$ cat src/rtl/regfile_pkg.sv
// regfile_pkg: shared register file geometry
package regfile_pkg;
    localparam int REG_ADDR_W = 5;
    localparam int REG_DATA_W = 32;
    localparam int NUM_REGS   = 32;
    localparam int ZERO_REG   = 0;
endpackage

$ cat src/rtl/rr_priority_pick.sv
// rr_priority_pick: round-robin first-set search starting at ptr and wrapping
module rr_priority_pick #(
    parameter int N  = 4,
    parameter int IW = $clog2(N)
) (
    input  logic [N-1:0]  req,
    input  logic [IW-1:0] ptr,
    output logic [N-1:0]  grant,
    output logic [IW-1:0] idx,
    output logic          any
);
    logic [IW-1:0] k;
    always_comb begin
        idx = '0;
        k   = '0;
        // walk from farthest to nearest so the entry closest to ptr wins
        for (int i = N - 1; i >= 0; i--) begin
            k = IW'((int'(ptr) + i) % N);
            if (req[k]) idx = k;
        end
        any   = |req;
        grant = any ? N'(1) << idx : '0;
    end
endmodule

$ cat src/rtl/regfile_write_arbiter.sv
// regfile_write_arbiter: round-robin share of the register file write port
module regfile_write_arbiter
    import regfile_pkg::*;
#(
    parameter int NUM_REQ     = 4,
    parameter int ADDR_W      = REG_ADDR_W,
    parameter int DATA_W      = REG_DATA_W,
    parameter bit ZERO_REG_RO = 1'b1,
    localparam int IW         = $clog2(NUM_REQ)
) (
    input  logic                      clk,
    input  logic                      rst_n,
    input  logic [NUM_REQ-1:0]        req_valid,
    input  logic [NUM_REQ*ADDR_W-1:0] req_addr,
    input  logic [NUM_REQ*DATA_W-1:0] req_data,
    output logic [NUM_REQ-1:0]        req_ready,
    input  logic                      freeze,
    output logic                      wr_en,
    output logic [ADDR_W-1:0]         wr_addr,
    output logic [DATA_W-1:0]         wr_data,
    output logic [IW-1:0]             wr_src,
    output logic                      zero_drop
);
    logic [IW-1:0]      ptr, idx;
    logic [NUM_REQ-1:0] grant;
    logic               any, accept, is_zero;
    logic [ADDR_W-1:0]  win_addr;

    rr_priority_pick #(.N(NUM_REQ)) u_pick (
        .req   (req_valid),
        .ptr   (ptr),
        .grant (grant),
        .idx   (idx),
        .any   (any)
    );

    // reset gates ready so nothing handshakes while the outputs are held clear
    assign accept    = any && !freeze && rst_n;
    assign req_ready = accept ? grant : '0;
    assign win_addr  = req_addr[idx*ADDR_W +: ADDR_W];
    assign is_zero   = ZERO_REG_RO && win_addr == ADDR_W'(ZERO_REG);

    always_ff @(posedge clk or negedge rst_n) begin
        if (!rst_n) begin
            ptr       <= '0;
            wr_en     <= 1'b0;
            wr_addr   <= '0;
            wr_data   <= '0;
            wr_src    <= '0;
            zero_drop <= 1'b0;
        end else begin
            wr_en     <= accept && !is_zero;
            zero_drop <= accept && is_zero;
            if (accept) begin
                wr_addr <= win_addr;
                wr_data <= req_data[idx*DATA_W +: DATA_W];
                wr_src  <= idx;
                ptr     <= (idx == IW'(NUM_REQ - 1)) ? '0 : idx + 1'b1;
            end
        end
    end
endmodule

$ cat config.mk
export PLATFORM = sky130hd
export DESIGN_NAME = regfile_write_arbiter
export DESIGN_NICKNAME = d
export VERILOG_FILES = /design/src/rtl/regfile_pkg.sv /design/src/rtl/rr_priority_pick.sv /design/src/rtl/regfile_write_arbiter.sv
export SDC_FILE = /design/constraint.sdc
export NUM_CORES = 1
export LEC_CHECK = 0
export CAP_MARGIN = 20
export CELL_PAD_IN_SITES_DETAIL_PLACEMENT = 1
export CELL_PAD_IN_SITES_GLOBAL_PLACEMENT = 1
export CORE_UTILIZATION = 25
export DETAILED_ROUTE_END_ITERATION = 10
export PLACE_DENSITY_LB_ADDON = 0.3
export SLEW_MARGIN = 30
export SYNTH_ARGS = -nofsm -noshare
export SYNTH_HDL_FRONTEND = slang
export SYNTH_SLANG_ARGS = --single-unit
$ cat constraint.sdc
create_clock -name clk -period 2.35 [get_ports clk]
set_input_delay 0.235 -clock clk [delete_from_list [all_inputs] [get_ports clk]]
set_output_delay 0.235 -clock clk [all_outputs]
set_load 0.02 [all_outputs]
# [After elaboration in Yosys (flattened, before gate mapping)]
# Index checks and enable logic that the tools add are counted.
[word_totals] register_bits=43 word_cells=42 out_inout_bits=45 in_bits=155
[op_classes] reduce_logical=8 n_eq_ne=1 add_sub_neg=4 n_mux=15 shift=3 magnitude_cmp=4 mul=1
[op_table] op="128-bit by 8-bit variable part select with 32-bit output" n=1
[op_table] op="20-bit by 6-bit variable part select with 5-bit output" n=1
[op_table] op="2-bit by 3-bit less-than comparator with 1-bit output, second input constant" n=4
[op_table] op="2-bit two-way mux" n=5
[op_table] op="1-bit binary-select mux with 2-bit select" n=4
[op_table] op="4-bit two-way mux" n=2
[op_table] op="5-bit logical NOT" n=1
[op_table] op="2-bit by 3-bit multiplier with 5-bit output, second input constant" n=1
[op_table] op="2-bit by 1-bit adder with 2-bit output, second input constant" n=2
[op_table] op="2-bit adder, second input constant" n=2
[op_table] op="1-bit logical AND" n=4
[op_table] op="1-bit two-way mux" n=4
[op_table] op="4-bit OR reduction" n=1
[op_table] op="1-bit by 2-bit << shifter with 4-bit output, first input constant" n=1
[op_table] op="2-bit equality test, second input constant" n=1
[op_table] op="1-bit logical NOT" n=2

# [Depth between registers and ports, before layout]
# Gate-level depths: netlist of run 1.
[depth] word_depth=12 depth_mapped=7 ltp_nobuf=7

# [Hierarchy]
# From an unflattened synthesis of run 1, not the netlist that was laid out.
[unflattened] hier_cells=182 hier_area_um2=2748.9
[modules_own_cells] mod="regfile_write_arbiter" seq_area_each_um2=1076.0 area_each_um2=2537.4 instances=1 cells_per_inst=149
[modules_own_cells] mod="rr_priority_pick" seq_area_each_um2=0.0 area_each_um2=211.5 instances=1 cells_per_inst=33

# [Worst setup path before layout of run 1]
# OpenSTA, ideal clock, no wires.
[synth_timing] kind="reg2out" startpoint="register ptr[1]" endpoint="output req_ready[1]" path_buffers=1 t_required_ps=2115 t_arrival_ps=1709 path_slack_ps=406 stages_incl_launch_ff=8 path_cell_list="dfrtp_1 and2_1 o211a_2 nor2_4 buf_4 inv_1 ha_1 and2_1"
[synth_between] elab_chain_len=10 word_cells_on_any_way=18 classes_between="add/sub (3); shift (1); mux (14)"
[synth_lines] item="from (decl)" line="regfile_write_arbiter.sv:24" rtl="logic [IW-1:0] ptr, idx;"
[synth_lines] item="from (signal assigned)" line="regfile_write_arbiter.sv:58" rtl="ptr <= (idx == IW'(NUM_REQ - 1)) ? '0 : idx + 1'b1;"
[synth_lines] item="2-bit adder" line="rr_priority_pick.sv:18" rtl="k = IW'((int'(ptr) + i) % N);"
[synth_lines] item="1-bit binary-select mux with 2-bit select" line="rr_priority_pick.sv:19" rtl="if (req[k]) idx = k;"
[synth_lines] item="1-bit two-way mux (not written as such)" line="rr_priority_pick.sv:19"
[synth_lines] item="2-bit two-way mux (3 in series)" line="rr_priority_pick.sv:19"
[synth_lines] item="2-bit two-way mux (*)" line="rr_priority_pick.sv:19"
[synth_lines] item="via idx[1]" line="regfile_write_arbiter.sv:24"
[synth_lines] item="1-bit by 2-bit << shifter with 4-bit output (*)" line="rr_priority_pick.sv:22" rtl="grant = any ? N'(1) << idx : '0;"
[synth_lines] item="4-bit two-way mux (*)" line="rr_priority_pick.sv:22"
[synth_lines] item="4-bit two-way mux (*)" line="regfile_write_arbiter.sv:39" rtl="assign req_ready = accept ? grant : '0;"
[synth_lines] item="to (decl)" line="regfile_write_arbiter.sv:16" rtl="output logic [NUM_REQ-1:0] req_ready,"
# Mark *: on every way through the listed nets, which the timed path passes. The rest lies on a longest branch. The select of a mux whose other input is x is not followed.

# [Worst setup path in the final report of run 1]
[layout_timing] startpoint="input req_valid[1]" endpoint="output req_ready[3]"
[layout_between] elab_chain_len=9 word_cells_on_any_way=18 classes_between="shift (1); mux (14); reduce/logical (3)"
[layout_lines] item="from (decl)" line="regfile_write_arbiter.sv:13" rtl="input logic [NUM_REQ-1:0] req_valid,"
[layout_lines] item="1-bit binary-select mux with 2-bit select" line="rr_priority_pick.sv:19"
[layout_lines] item="1-bit two-way mux (not written as such)" line="rr_priority_pick.sv:19"
[layout_lines] item="2-bit two-way mux (4 in series)" line="rr_priority_pick.sv:19"
[layout_lines] item="1-bit by 2-bit << shifter with 4-bit output" line="rr_priority_pick.sv:22"
[layout_lines] item="4-bit two-way mux" line="rr_priority_pick.sv:22"
[layout_lines] item="4-bit two-way mux (*)" line="regfile_write_arbiter.sv:39"
# Every way passes the cells marked *; elsewhere a longest branch is shown, timed or not. The select of a mux whose other input is x is not followed.

==> results_dict.tcl, run 1 <==
set metrics [dict create \
    grt_max_degree 79 \
    clock-sinks 43 \
    synth-seq-cells 43 \
    vias 3007 \
    status "completed" \
    drt_wl_total_um 9963 \
    placed_cell_area_um2 5145 \
    synth-edff-count 0 \
    p_leak_nw 2.296 \
    grt_pass1_vias 3280 \
    tightest_slew_ps 579.5 \
    regToRegStartpoint "ptr[1]" \
    synth-simple-area-share_pct 12.15 \
    finalMaxSlewViolations 0 \
    synthMuxAreaShare_pct 35.85 \
    cts_hold_buf 0 \
    antenna_found_initial 0 \
    synth_top_family_by_area "multiplexers" \
    ys.flop_type "dfrtp_1" \
    hp-class "in -> async" \
    fillCellCount 1314 \
    ys_top_cells_by_area "dfrtp_1 36%, mux2i_1 23%, mux2_2 13%, o21ai_1 6.1%, nand2_1 5.8%" \
    grtUsageTotal_pct 16.41 \
    ff2ff_setup_slack_ps 180 \
    cts_buffers 5 \
    core_um2 11470 \
    path_max_fanout 4 \
    wl_per_cell_um 15.40 \
    grt_pass1_wl_um 16220 \
    portBuffers 199 \
    drtIter0Drc 65 \
    synthXorXnorAreaFrac_pct 0 \
    yosysWarnings 0 \
    drive_gt1_share_pct 12.90 \
    maxCapViolations 0 \
    die_h_um 110.9 \
    worstPathRequired_ps 2120 \
    power_mw 4.048 \
    synth.distinct_cells 32 \
    htreeDepth 2 \
    initial_core_util_pct 25.87 \
    syn_avg_cell_area_um2 9.856 \
    syn_to_final_growth_pct 79.04 \
    layout_min_cycle_time_ps 2263 \
    syn_area_um2 2967 \
    grt-ovfl-total 0 \
    dieArea_um2 12310 \
    crit_start "req_valid[1]" \
    place.gp.congestion 0.7849 \
    critPathKind "in -> out" \
    arrival_ps 2030 \
    drcViolationCount 0 \
    netlist_instances 301 \
    rsz0062_at_grt "true" \
    final_area_um2 5311 \
    whs_ps 76.12 \
    synth_top_cell_area_share_pct 36.27 \
    clock_latency_ps 280 \
    cts_tree "done" \
    synthAdderAreaFrac_pct 1.687 \
    start_kind "input pin" \
    synthTopCellsByCount "68 x mux2i_1, 46 x nand2_1, 43 x dfrtp_1" \
    end_kind "output pin" \
    yosysTopAreaCell "dfrtp_1" \
    dp_hpwl_um 7992 \
    synthArstFlopShare_pct 100.0 \
    path_clk_slew_ps 60 \
    ff2ff_path_depth 8 \
    fin_tns_setup_ps 0 \
    antenna_cells 0 \
    fin_worst_skew_ps 2.052 \
    hold_viol 0 \
    synth-compound-area-share_pct 9.574 \
    seq_area_um2 1076 \
    dieWidth_um 110.9 \
    powerDensity_nw_per_um2 762.2 \
    routed_via_density 4.648 \
    relSlewSlack_pct 61.37 \
    rows 39 \
    multi_input_area_um2 1758 \
    ys_seq_area_share_pct 36.27 \
    clock_path_buffers 2 \
    cts-root-buf "clkbuf_16" \
    synth.most_common_cell "mux2i_1" \
    nNetsFinal 663 \
    synth_fp_nets 460 \
    ios 200 \
    min_period_over_period_pct 96.31 \
    first_pass_iters 4 \
    setup_viol 0 \
    ant_nets 0 \
    reg2reg_to "zero_drop" \
    ir_worst_vdd_uv 316.5 \
    max_freq_mhz 441.8 \
]
-- layout by cell type, fill, tap and decap left out, types with 2 or more instances in the layout --
cell / Yosys / routed
nand2_1: 46 / 46
clkbuf_2: 0 / 2
dlygate4sd2_1: 0 / 2
nand3_1: 14 / 14
clkdlybuf4s50_1: 0 / 194
nand2b_1: 3 / 3
buf_4: 6 / 14
o21ai_0: 7 / 7
and2_1: 5 / 5
dfrtp_1: 43 / 43
inv_1: 3 / 3
mux2i_1: 68 / 68
o21ai_1: 36 / 36
buf_12: 0 / 3
a21oi_1: 2 / 2
nor2_1: 2 / 2
mux2_2: 34 / 34
clkbuf_16: 0 / 5
ha_1: 4 / 4
-- logic make-up after synthesis --
kind of cell	count (synthesis)
compound gates	52
fa+ha+maj	4
flops	43
buf+inv	24
simple gates	76
mux	102
-- how the worst max path moves through the flow --
stage | to | slack, ps
floorplan | req_ready[1] | 410
global placement | zero_drop | -200
detailed placement | zero_drop | -290
CTS | req_ready[1] | 10
global route | zero_drop | -30
finish | req_ready[3] | 90
-- final cells by class --
type                    count  share of cell area [%]
flip-flops and latches     43                   20.26
multi-input cells         234                   33.10
repair buffers            216                   40.28
inverters                   4                  0.2827
clock inverters             1                 0.09423
well taps                 143                   3.369
clock buffers               6                   2.615
-- critical path, stage by stage --
cell and delay [ps]:
clkdlybuf4s50_1 490, inv_1 80, buf_4 140, a21oi_1 250, nor2_4 90, buf_4 140
ha_1 170, and2_1 130, dlygate4sd2_1 310
-- sequential cells by signal, indices dropped and copies added, names as in the netlist --
| register | flops |
|---|---|
| zero_drop | 1 |
| wr_en | 1 |
| wr_addr | 5 |
| wr_data | 32 |
| wr_src | 2 |
| ptr | 2 |
-- metal layers --
layer  global-route usage (%)  part of all wire [%]
met5                        0                     0
met3                    4.757                   7.2
met1                    18.58                    41
met2                    30.52                    51
met4                    2.933                  0.54
-- power by group --
group / total (mW) / switching, mW / leakage [nW] / internal (mW)
registers: 1.06 / 0.109 / 0.532 / 0.950
clock network: 0.689 / 0.274 / 0.0727 / 0.415
logic: 2.30 / 1.07 / 1.69 / 1.23
total: 4.05 / 1.45 / 2.30 / 2.60
-- metrics by stage --
step | setup slack [ps] | utilization (%) | std cells
detailed placement | -291.4 | 44.87 | 637
finish | 86.74 | 46.32 | 647
floorplan | 406.2 | - | 301
global route | -31.54 | 46.32 | 647
CTS | 14.90 | 46.18 | 645
global placement | -195.6 | 44.87 | 637
-- timing repair --
| item | CTS | global route |
|---|---|---|
| buffers inserted | 1 | 2 |
| setup endpoints to repair | 5 | 5 |
| pin swaps | 1 | 3 |
| gates resized for setup | 5 | 6 |
| endpoints found under the hold margin | 0 | 0 |
Power figures use the tool's default switching activity.
==> run 2, diff against run 1 <==
Settings changed: ABC_AREA from default to 1, CORE_UTILIZATION 25 to 24, HOLD_SLACK_MARGIN from default to 0.12.
==> results_dict.tcl, run 2 <==
set metrics [dict create \
    largest_register_ffs 32 \
    synth-edff-count 0 \
    clock_latency_ps 280 \
    drtIter0Drc 147 \
    synth.distinct_cells 31 \
    tightest_slew_ps 591.6 \
    regMostFlops "wr_data" \
    slowest_stage "dfrtp_1" \
    finalMaxSlewViolations 0 \
    hp-class "in -> async" \
    yosysWarnings 0 \
    path_max_fanout 8 \
    max_freq_mhz 447.8 \
    reg2reg_to "wr_data[7]" \
    htreeDepth 2 \
    ir_worst_vdd_uv 1084 \
    portBuffers 199 \
    routed_via_density 4.689 \
    dieArea_um2 13180 \
    critPathKind "reg -> out" \
    setup_viol 0 \
    grt-ovfl-total 0 \
    nNetsFinal 798 \
    core_um2 12210 \
    syn_to_final_growth_pct 79.39 \
    netlist_instances 445 \
    min_period_over_period_pct 95.02 \
    status "completed" \
    maxCapViolations 0 \
    seq_area_um2 1077 \
    cts_tree "done" \
    max_stage_delay_ps 430 \
    layout_common_cells "194 x clkdlybuf4s50_1, 62 x inv_1, 60 x o21ai_0" \
    syn_avg_cell_area_um2 6.861 \
    synth.most_common_cell "inv_1" \
    top_regs "wr_data (32), wr_addr (5)" \
    ant_nets 0 \
    cts-root-buf "clkbuf_16" \
    multi_input_area_um2 1565 \
    grt_pass1_vias 4027 \
    grtUsageTotal_pct 19.32 \
    hold_viol 0 \
    fillCellCount 1547 \
    fin_worst_skew_ps 4.148 \
    place.gp.congestion 0.8222 \
    clock-sinks 43 \
    die_h_um 114.8 \
    first_pass_iters 4 \
    antenna_found_initial 0 \
    ys_seq_area_share_pct 35.25 \
    regToRegStartpoint "ptr[0]" \
    grt_pass1_wl_um 20050 \
    ff2ff_setup_slack_ps 130 \
    ys.flop_type "dfrtp_1" \
    synth_top_cell_area_share_pct 35.25 \
    final_common_cell "clkdlybuf4s50_1" \
    wl_per_cell_um 16.07 \
    initial_core_util_pct 25.00 \
    path_clk_slew_ps 70 \
    clock_path_buffers 2 \
    rows 40 \
    layout_min_cycle_time_ps 2233 \
    synth-seq-cells 43 \
    drcViolationCount 0 \
    syn_area_um2 3053 \
    grt_max_degree 56 \
    rsz0062_at_grt "true" \
    arrival_ps 2000 \
    cts_buffers 5 \
    start_kind "flip-flop" \
    worstPathRequired_ps 2120 \
    layout_setup_ws_ps 116.9 \
    dp_hpwl_um 9647 \
    antenna_cells 0 \
    crit_chain "buf_6 > nand2_2 > nand3_2 > a21boi_1 > buf_4 > a31oi_4 > ha_1 > inv_1 > nor2_1 > buf_2" \
    final_util_pct 44.85 \
    synth_fp_nets 604 \
    synthTopCellsByCount "65 x inv_1, 60 x o21ai_0, 57 x nand2_1" \
    drt_wl_total_um 12990 \
    p_leak_nw 2.412 \
    fin_tns_setup_ps 0 \
    cts_setup_buffers 0 \
    synthArstFlopShare_pct 100.0 \
    relSlewSlack_pct 60.56 \
    ys_top_cells_by_area "dfrtp_1 35%, o21ai_0 9.8%, inv_1 8.0%, nand2_1 7.0%, nor2_1 5.8%" \
    ff2ff_path_depth 12 \
    place_ws_ps -230.3 \
    ios 200 \
    vias 3789 \
    powerDensity_nw_per_um2 1409 \
    yosysTopAreaCell "dfrtp_1" \
    end_kind "output pin" \
    dieWidth_um 114.8 \
    drive_gt1_share_pct 9.531 \
]
-- run 2: changes by cell type in the layout (fill, tap and decap cells not counted), moves of 8 or more --
| cell | before | now |
|---|---|---|
| a31oi_1 | 1 | 25 |
| o21ai_0 | 7 | 60 |
| a21oi_1 | 2 | 26 |
| nand3_1 | 14 | 26 |
| nand2_2 | 0 | 8 |
| mux2i_1 | 68 | 0 |
| inv_1 | 3 | 62 |
| nor2_1 | 2 | 46 |
| o21ai_1 | 36 | 28 |
| mux2_2 | 34 | 0 |
-- run 2: routing by layer --
layer / global-route usage [%] / vias up / routed length [µm]
li1: - / 1866 / -
met5: 0 / - / 0
met4: 5.628 / 0 / 218
met3: 4.481 / 16 / 942
met2: 35.72 / 126 / 6549
met1: 22.14 / 1781 / 5278
-- run 2: worst max-delay path by stage --
stage                  from            to  slack, ps  depth (start not counted)
5_1_grt              ptr[0]    wr_data[7]        -30                         12
2_1_floorplan        ptr[0]  req_ready[1]        330                         13
3_5_place_dp   req_valid[3]  req_ready[2]       -230                         11
4_1_cts              ptr[0]  req_ready[1]         20                         10
3_3_place_gp   req_valid[3]  req_ready[3]       -200                         11
6_report             ptr[0]  req_ready[2]        120                         10
-- run 2: final cells by class --
class / count / area share [%]
flip-flops and latches: 43 / 19.67
repair buffers: 219 / 39.96
inverters: 69 / 4.775
clock buffers: 6 / 2.536
clock inverters: 2 / 0.6397
multi-input cells: 301 / 28.58
well taps: 168 / 3.838
-- run 2: timing repair --
| item | CTS | global route |
|---|---|---|
| resized for setup | 15 | 22 |
| hold buffers | 0 | 0 |
| cloned | 0 | 1 |
| pin swaps | 0 | 4 |
| endpoints found under the setup margin | 4 | 33 |
| hold endpoints to repair | 0 | 0 |
-- run 2: metrics by stage --
stage          hold slack [ps]  std cells  total power, mW  instance area (µm²)
2_1_floorplan           -60.59        445            4.781                 3053
3_3_place_gp             435.1        799            6.564                 5239
6_report                 119.1        808            7.714                 5477
3_5_place_dp             443.4        799            6.757                 5239
5_1_grt                  175.9        808            8.483                 5477
4_1_cts                  143.8        807            7.601                 5399
-- run 2: cells by family after synthesis --
kind of cell             share of synthesized area (%)
adder cells (fa/ha/maj)                          1.639
buffers and inverters                            15.04
AND/OR/NAND/NOR                                  20.00
AO/OA/AOI/OAI                                    28.07
flip-flops                                       35.25
-- run 2: worst max-delay path, delay by kind of cell (launching register included) --
| family | cells | cell delay [ps] |
|---|---|---|
| DFF | 1 | 430 |
| buffers and inverters | 4 | 530 |
| AOI/OAI and AO/OA | 2 | 330 |
| adders and majority gates | 1 | 180 |
| and+or+nand+nor | 3 | 260 |
-- run 2: power breakdown --
part           total (mW)  internal (mW)  switching (mW)
registers            1.29           1.09           0.197
clock network       0.823          0.529           0.294
logic                5.60           2.34            3.26
total                7.71           3.96            3.75
==> run 3, diff against run 2 <==
Settings changed: SLEW_MARGIN 30 to default.
==> results of run 3 <==
Final layout, timing and power as in run 2 (identical DEF).
